**config.mk**
```make
export PLATFORM = sky130hd
export DESIGN_NAME = control_unit
export DESIGN_NICKNAME = d
export VERILOG_FILES = /design/src/rtl/cpu_pkg.sv /design/src/rtl/program_counter.sv /design/src/rtl/control_unit.sv
export SDC_FILE = /design/constraint.sdc
export NUM_CORES = 1
export LEC_CHECK = 0
export CAP_MARGIN = 20
export CELL_PAD_IN_SITES_DETAIL_PLACEMENT = 2
export CELL_PAD_IN_SITES_GLOBAL_PLACEMENT = 2
export CORE_MARGIN = 2
export CORE_UTILIZATION = 26
export DETAILED_ROUTE_END_ITERATION = 8
export PLACE_DENSITY_LB_ADDON = 0.2
export SKIP_LAST_GASP = 1
export SYNTH_ARGS = -nofsm -noshare
export SYNTH_HDL_FRONTEND = slang
export SYNTH_SLANG_ARGS = --single-unit
```
**constraint.sdc**
```tcl
create_clock -name clk -period 2.4 [get_ports clk]
set_input_delay 0.6 -clock clk [delete_from_list [all_inputs] [get_ports clk]]
set_output_delay 0.6 -clock clk [all_outputs]
set_load 0.005 [all_outputs]
```
**src/rtl/cpu_pkg.sv**
```systemverilog
// Shared types for the control unit: opcodes, FSM state encodings and ALU selects.
// state_e values are fixed because they are exported on state_o for debug.
package cpu_pkg;

    typedef enum logic [3:0] {
        OP_NOOP  = 4'h0,
        OP_STORE = 4'h1,
        OP_LOAD  = 4'h2,
        OP_ADD   = 4'h3,
        OP_SUB   = 4'h4,
        OP_HALT  = 4'h5
    } opcode_e;

    typedef enum logic [3:0] {
        ST_INIT   = 4'd0,
        ST_FETCH  = 4'd1,
        ST_DECODE = 4'd2,
        ST_NOOP   = 4'd3,
        ST_LOAD_A = 4'd4,
        ST_LOAD_B = 4'd5,
        ST_STORE  = 4'd6,
        ST_ADD    = 4'd7,
        ST_SUB    = 4'd8,
        ST_HALT   = 4'd9
    } state_e;

    localparam logic [2:0] ALU_PASS = 3'b000;
    localparam logic [2:0] ALU_ADD  = 3'b001;
    localparam logic [2:0] ALU_SUB  = 3'b010;

    // Unassigned opcodes fall through to NOOP.
    function automatic state_e exec_state(input logic [3:0] op);
        case (op)
            OP_STORE: return ST_STORE;
            OP_LOAD:  return ST_LOAD_A;
            OP_ADD:   return ST_ADD;
            OP_SUB:   return ST_SUB;
            OP_HALT:  return ST_HALT;
            default:  return ST_NOOP;
        endcase
    endfunction

endpackage

```
**src/rtl/program_counter.sv**
```systemverilog
// 7-bit program counter with synchronous clear and increment; wraps 127 -> 0.
module program_counter (
    input  logic       clk,
    input  logic       reset_n,
    input  logic       clr_i,
    input  logic       inc_i,
    output logic [6:0] pc_o
);

    logic [6:0] pc_q;
    logic [6:0] pc_d;

    always_comb begin
        pc_d = pc_q;
        if (clr_i) begin
            pc_d = '0;
        end else if (inc_i) begin
            pc_d = pc_q + 7'd1;
        end
    end

    always_ff @(posedge clk or negedge reset_n) begin
        if (!reset_n) begin
            pc_q <= '0;
        end else begin
            pc_q <= pc_d;
        end
    end

    assign pc_o = pc_q;

endmodule

```
**src/rtl/control_unit.sv**
```systemverilog
// Multi-cycle control unit: fetches 16-bit instructions into IR and sequences
// register file, data memory and ALU strobes one FSM state per clock.
module control_unit
    import cpu_pkg::*;
(
    input  logic        clk,
    input  logic        reset_n,
    input  logic [15:0] instr,
    output logic [6:0]  pc_addr,
    output logic        ir_ld,
    output logic [7:0]  d_addr,
    output logic        d_wr,
    output logic        rf_s,
    output logic [3:0]  rf_w_addr,
    output logic        rf_w_en,
    output logic [3:0]  rf_ra_addr,
    output logic [3:0]  rf_rb_addr,
    output logic [2:0]  alu_s,
    output logic [3:0]  state_o
);

    state_e      state_q;
    state_e      state_d;
    logic [15:0] ir_q;
    logic [15:0] ir_d;

    program_counter u_pc (
        .clk     (clk),
        .reset_n (reset_n),
        .clr_i   (state_q == ST_INIT),
        .inc_i   (state_q == ST_FETCH),
        .pc_o    (pc_addr)
    );

    always_ff @(posedge clk or negedge reset_n) begin
        if (!reset_n) begin
            state_q <= ST_INIT;
            ir_q    <= '0;
        end else begin
            state_q <= state_d;
            ir_q    <= ir_d;
        end
    end

    always_comb begin
        state_d = state_q;
        ir_d    = ir_q;
        case (state_q)
            ST_INIT:   state_d = ST_FETCH;
            ST_FETCH: begin
                ir_d    = instr;
                state_d = ST_DECODE;
            end
            ST_DECODE: state_d = exec_state(ir_q[15:12]);
            ST_LOAD_A: state_d = ST_LOAD_B;
            ST_NOOP, ST_LOAD_B, ST_STORE, ST_ADD, ST_SUB: state_d = ST_FETCH;
            ST_HALT:   state_d = ST_HALT;
            default:   state_d = ST_INIT;
        endcase
    end

    // Addresses are zeroed outside the states that use them so idle cycles are clean.
    always_comb begin
        ir_ld      = 1'b0;
        d_addr     = '0;
        d_wr       = 1'b0;
        rf_s       = 1'b0;
        rf_w_addr  = '0;
        rf_w_en    = 1'b0;
        rf_ra_addr = '0;
        rf_rb_addr = '0;
        alu_s      = ALU_PASS;
        case (state_q)
            ST_FETCH:  ir_ld = 1'b1;
            ST_LOAD_A: begin
                d_addr = ir_q[11:4];
                rf_s   = 1'b1;
            end
            ST_LOAD_B: begin
                d_addr    = ir_q[11:4];
                rf_s      = 1'b1;
                rf_w_addr = ir_q[3:0];
                rf_w_en   = 1'b1;
            end
            ST_STORE: begin
                d_addr     = ir_q[7:0];
                rf_ra_addr = ir_q[11:8];
                d_wr       = 1'b1;
            end
            ST_ADD, ST_SUB: begin
                rf_ra_addr = ir_q[11:8];
                rf_rb_addr = ir_q[7:4];
                rf_w_addr  = ir_q[3:0];
                rf_w_en    = 1'b1;
                alu_s      = (state_q == ST_ADD) ? ALU_ADD : ALU_SUB;
            end
            default: ;
        endcase
    end

    assign state_o = state_q;

endmodule

```
==> results of run 1 <==
==> synthesized netlist by cell type, types with 2 or more instances <==
cell type / number / area [um^2]
dfrtp_1: 27 / 675.7
mux2_2: 15 / 168.9
and2_1: 12 / 75.07
a22o_1: 9 / 78.83
nand2_1: 6 / 22.52
o21ai_0: 6 / 30.03
a21oi_1: 5 / 25.02
buf_2: 5 / 25.02
clkbuf_1: 4 / 15.01
nor2_1: 4 / 15.01
and3_1: 3 / 18.77
nor2b_1: 3 / 18.77
o211ai_1: 3 / 22.52
a21o_1: 2 / 15.01
and3b_1: 2 / 17.52
inv_1: 2 / 7.510
nand4b_1: 2 / 17.52
nor4b_1: 2 / 17.52
or3_1: 2 / 12.51
==> metrics by stage <==
step	worst slack, ns	util, %	power [uW]	instance area [um^2]	hold WS [ns]
after floorplan	0.3201	-	1500	1439	0.3044
after global placement	0.1188	38.72	1996	2106	0.5111
after detailed placement	0.02034	38.72	2052	2106	0.5263
after CTS	-0.1832	40.95	2380	2227	0.5476
after global routing	-0.1887	42.72	2577	2323	0.5619
final	-0.1148	42.72	2392	2323	0.5402
==> power breakdown <==
part / switching (uW) / internal [uW] / total (uW)
clock network: 153 / 119 / 273
registers: 220 / 662 / 882
logic: 529 / 708 / 1240
==> worst paths after layout <==
kind                             from            to  slack [ns]  cells after the start
min in group asynchronous     reset_n  u_pc.pc_o[5]        0.71                      2
max reg2reg                state_o[2]  u_pc.pc_o[6]        0.41                      5
max in group asynchronous     reset_n      ir_q[14]        1.42                      2
max                        state_o[2]     d_addr[4]       -0.11                      9
min                           ir_q[8]       ir_q[8]        0.54                      1
min reg2reg                   ir_q[8]       ir_q[8]        0.54                      1
==> cells by family after synthesis <==
logic type      Yosys count
xor+xnor                  1
simple gates             45
compound gates           31
fa+ha+maj                 1
mux                      16
buf+inv                  12
flops                    27
other cells               1
==> cell type report <==
cell class                 instances  area, um^2
fill                             584        3115
multi-input combinational         96       752.0
inverter                           2       7.507
timing repair buffer              81       753.2
clock buffer                       4       45.04
sequential                        27       675.6
tap                               72       90.09
==> critical path, cell delays in order (launching register included) <==
cell	delay, ns
dfrtp_1	0.41
nor2b_4	0.15
buf_6	0.12
nor2b_4	0.12
buf_4	0.14
buf_6	0.11
buf_4	0.14
buf_4	0.12
a22o_1	0.17
dlymetal6s2s_1	0.15
==> metal layers <==
| metal | wire, um | GRT usage (%) |
|---|---|---|
| met4 | 38 | 3.684 |
| met5 | 0 | 0 |
| met2 | 2433 | 28.53 |
| met3 | 315 | 4.483 |
| met1 | 2164 | 20.48 |
==> flip-flops by register name, indices dropped and copies added (netlist names) <==
signal / count
state_o: 4
u_pc.pc_o: 7
ir_q: 16
==> placed cells by master, fill, tap and decap left out, types with 2 or more instances in the layout <==
master,n
clkbuf_2,3
a21oi_1,5
buf_4,23
dfrtp_1,27
nand2_1,6
clkdlybuf4s50_1,32
and3_1,3
or3_1,2
o211ai_1,3
inv_1,2
clkbuf_8,3
nand4b_1,2
nor2b_4,2
nor2_1,4
a22o_1,9
dlygate4sd2_1,10
and3b_2,2
mux2_2,15
o21ai_0,6
a21o_1,2
buf_6,4
and2_1,11
dlymetal6s2s_1,9
==> timing repair <==
action                     CTS  global route
resized for setup           22            20
setup endpoints to repair   23            25
gates cloned                 1             1
hold buffers                 0             0
pin swaps                    2             1
buffers inserted             8             8
==> metrics, run 1 <==
Worst Path Required 1.80 ns; post-synthesis mux area share between 10% and 20%; Worst Path Max Fanout 4; nets 230; reported max-cap violation count 0; Lkg Pwr ~0.0012 uW; Clock Sinks 27; count of unique library cells instantiated by Yosys 39; Area growth syn-to-layout 61.48%; Worst-Skew Late Latency around 0.28 ns; flops & latches, synth 27; detailed placer's ending HPWL about 3400 um; fin crit period 2.515 ns; Peak VDD IR slightly above 400 uV; Worst-path clk slew roughly 0.10 ns; CTS tree built; Tot GR Track Use between 10% and 20%; TritonRoute pass-1 iters 4; PnR worst setup slack -0.1148 ns; Die ar. 6145 um^2; Final GP Congestion between 0.6 and 0.7; maximum buffer depth of the clock tree 2; Post-Syn Nets around 150; Critical Path End Type primary output; CTS Buf Count 3; startpoint types flop; Post-Syn Area ~1400 um^2; Synth Area in XOR/XNOR less than 1%; number of diodes 0; critical path class reg -> out; Final Max Slew Viols 0; die height roughly 80 um; syn_area_per_cell 10.74 um^2; Root Buffer clkbuf_8; largest family of logic cells by synthesized area simple AND/OR/NAND/NOR gates; Main synth FF type dfrtp_1; area share of fa/ha/maj cells after synthesis 0.8696%; EDFF count, synth 0; post-synthesis sequential area ratio about 47%; # rows 27; Worst EP arrival ~1.9 ns; Detailed Route WL a little under 5000 um; largest net degree at the start of global routing 28; Finished Layout Cells about 280; first-pass GRT wire length 7769 um; total gr overflow 0; failing checks setup timing; Starting Density 26.46%; status complete, but fails checks; H-tree depth 1; Warnings, synthesis 0; initial antenna violation count 0; fin crit share 104.8%; worst hold path class reg -> reg; RSZ-0062 raised after global routing true; vias in the first global route ~1,500; clk_skew 0.005343 ns; remaining antenna violation count 0; total core area ~5400 um^2; Pwr Density between 1000 and 1500 nW/um^2; Iter 0 DRT Violations 46; asr flop ratio synth 100.0%; setup tns final -0.5810 ns; post-synthesis simple-gate area fraction approximately a fifth; WL/cell about 18 um; Cells after Synth ~130; Die X 78.39 um; final hold violation count 0; Inst Count DP 260; final setup violating endpoints 8; post-synthesis compound-gate area fraction 15.30%; detailed-route via count 1,373; num ports 56; layout cell share with drive strength beyond 1 27.14%; # port buffers between 50 and 60; DR vias/cell ~4.9; Peak Freq 397.7 MHz; DRC viols 0
(Power assumes the default switching activity.)
==> run 2: changes to the inputs <==
Settings changed: CAP_MARGIN 20 to unset, CTS_CLUSTER_DIAMETER set to 60.
==> results of run 2 <==
No change in the layout: final DEF, timing and power equal those of run 1.
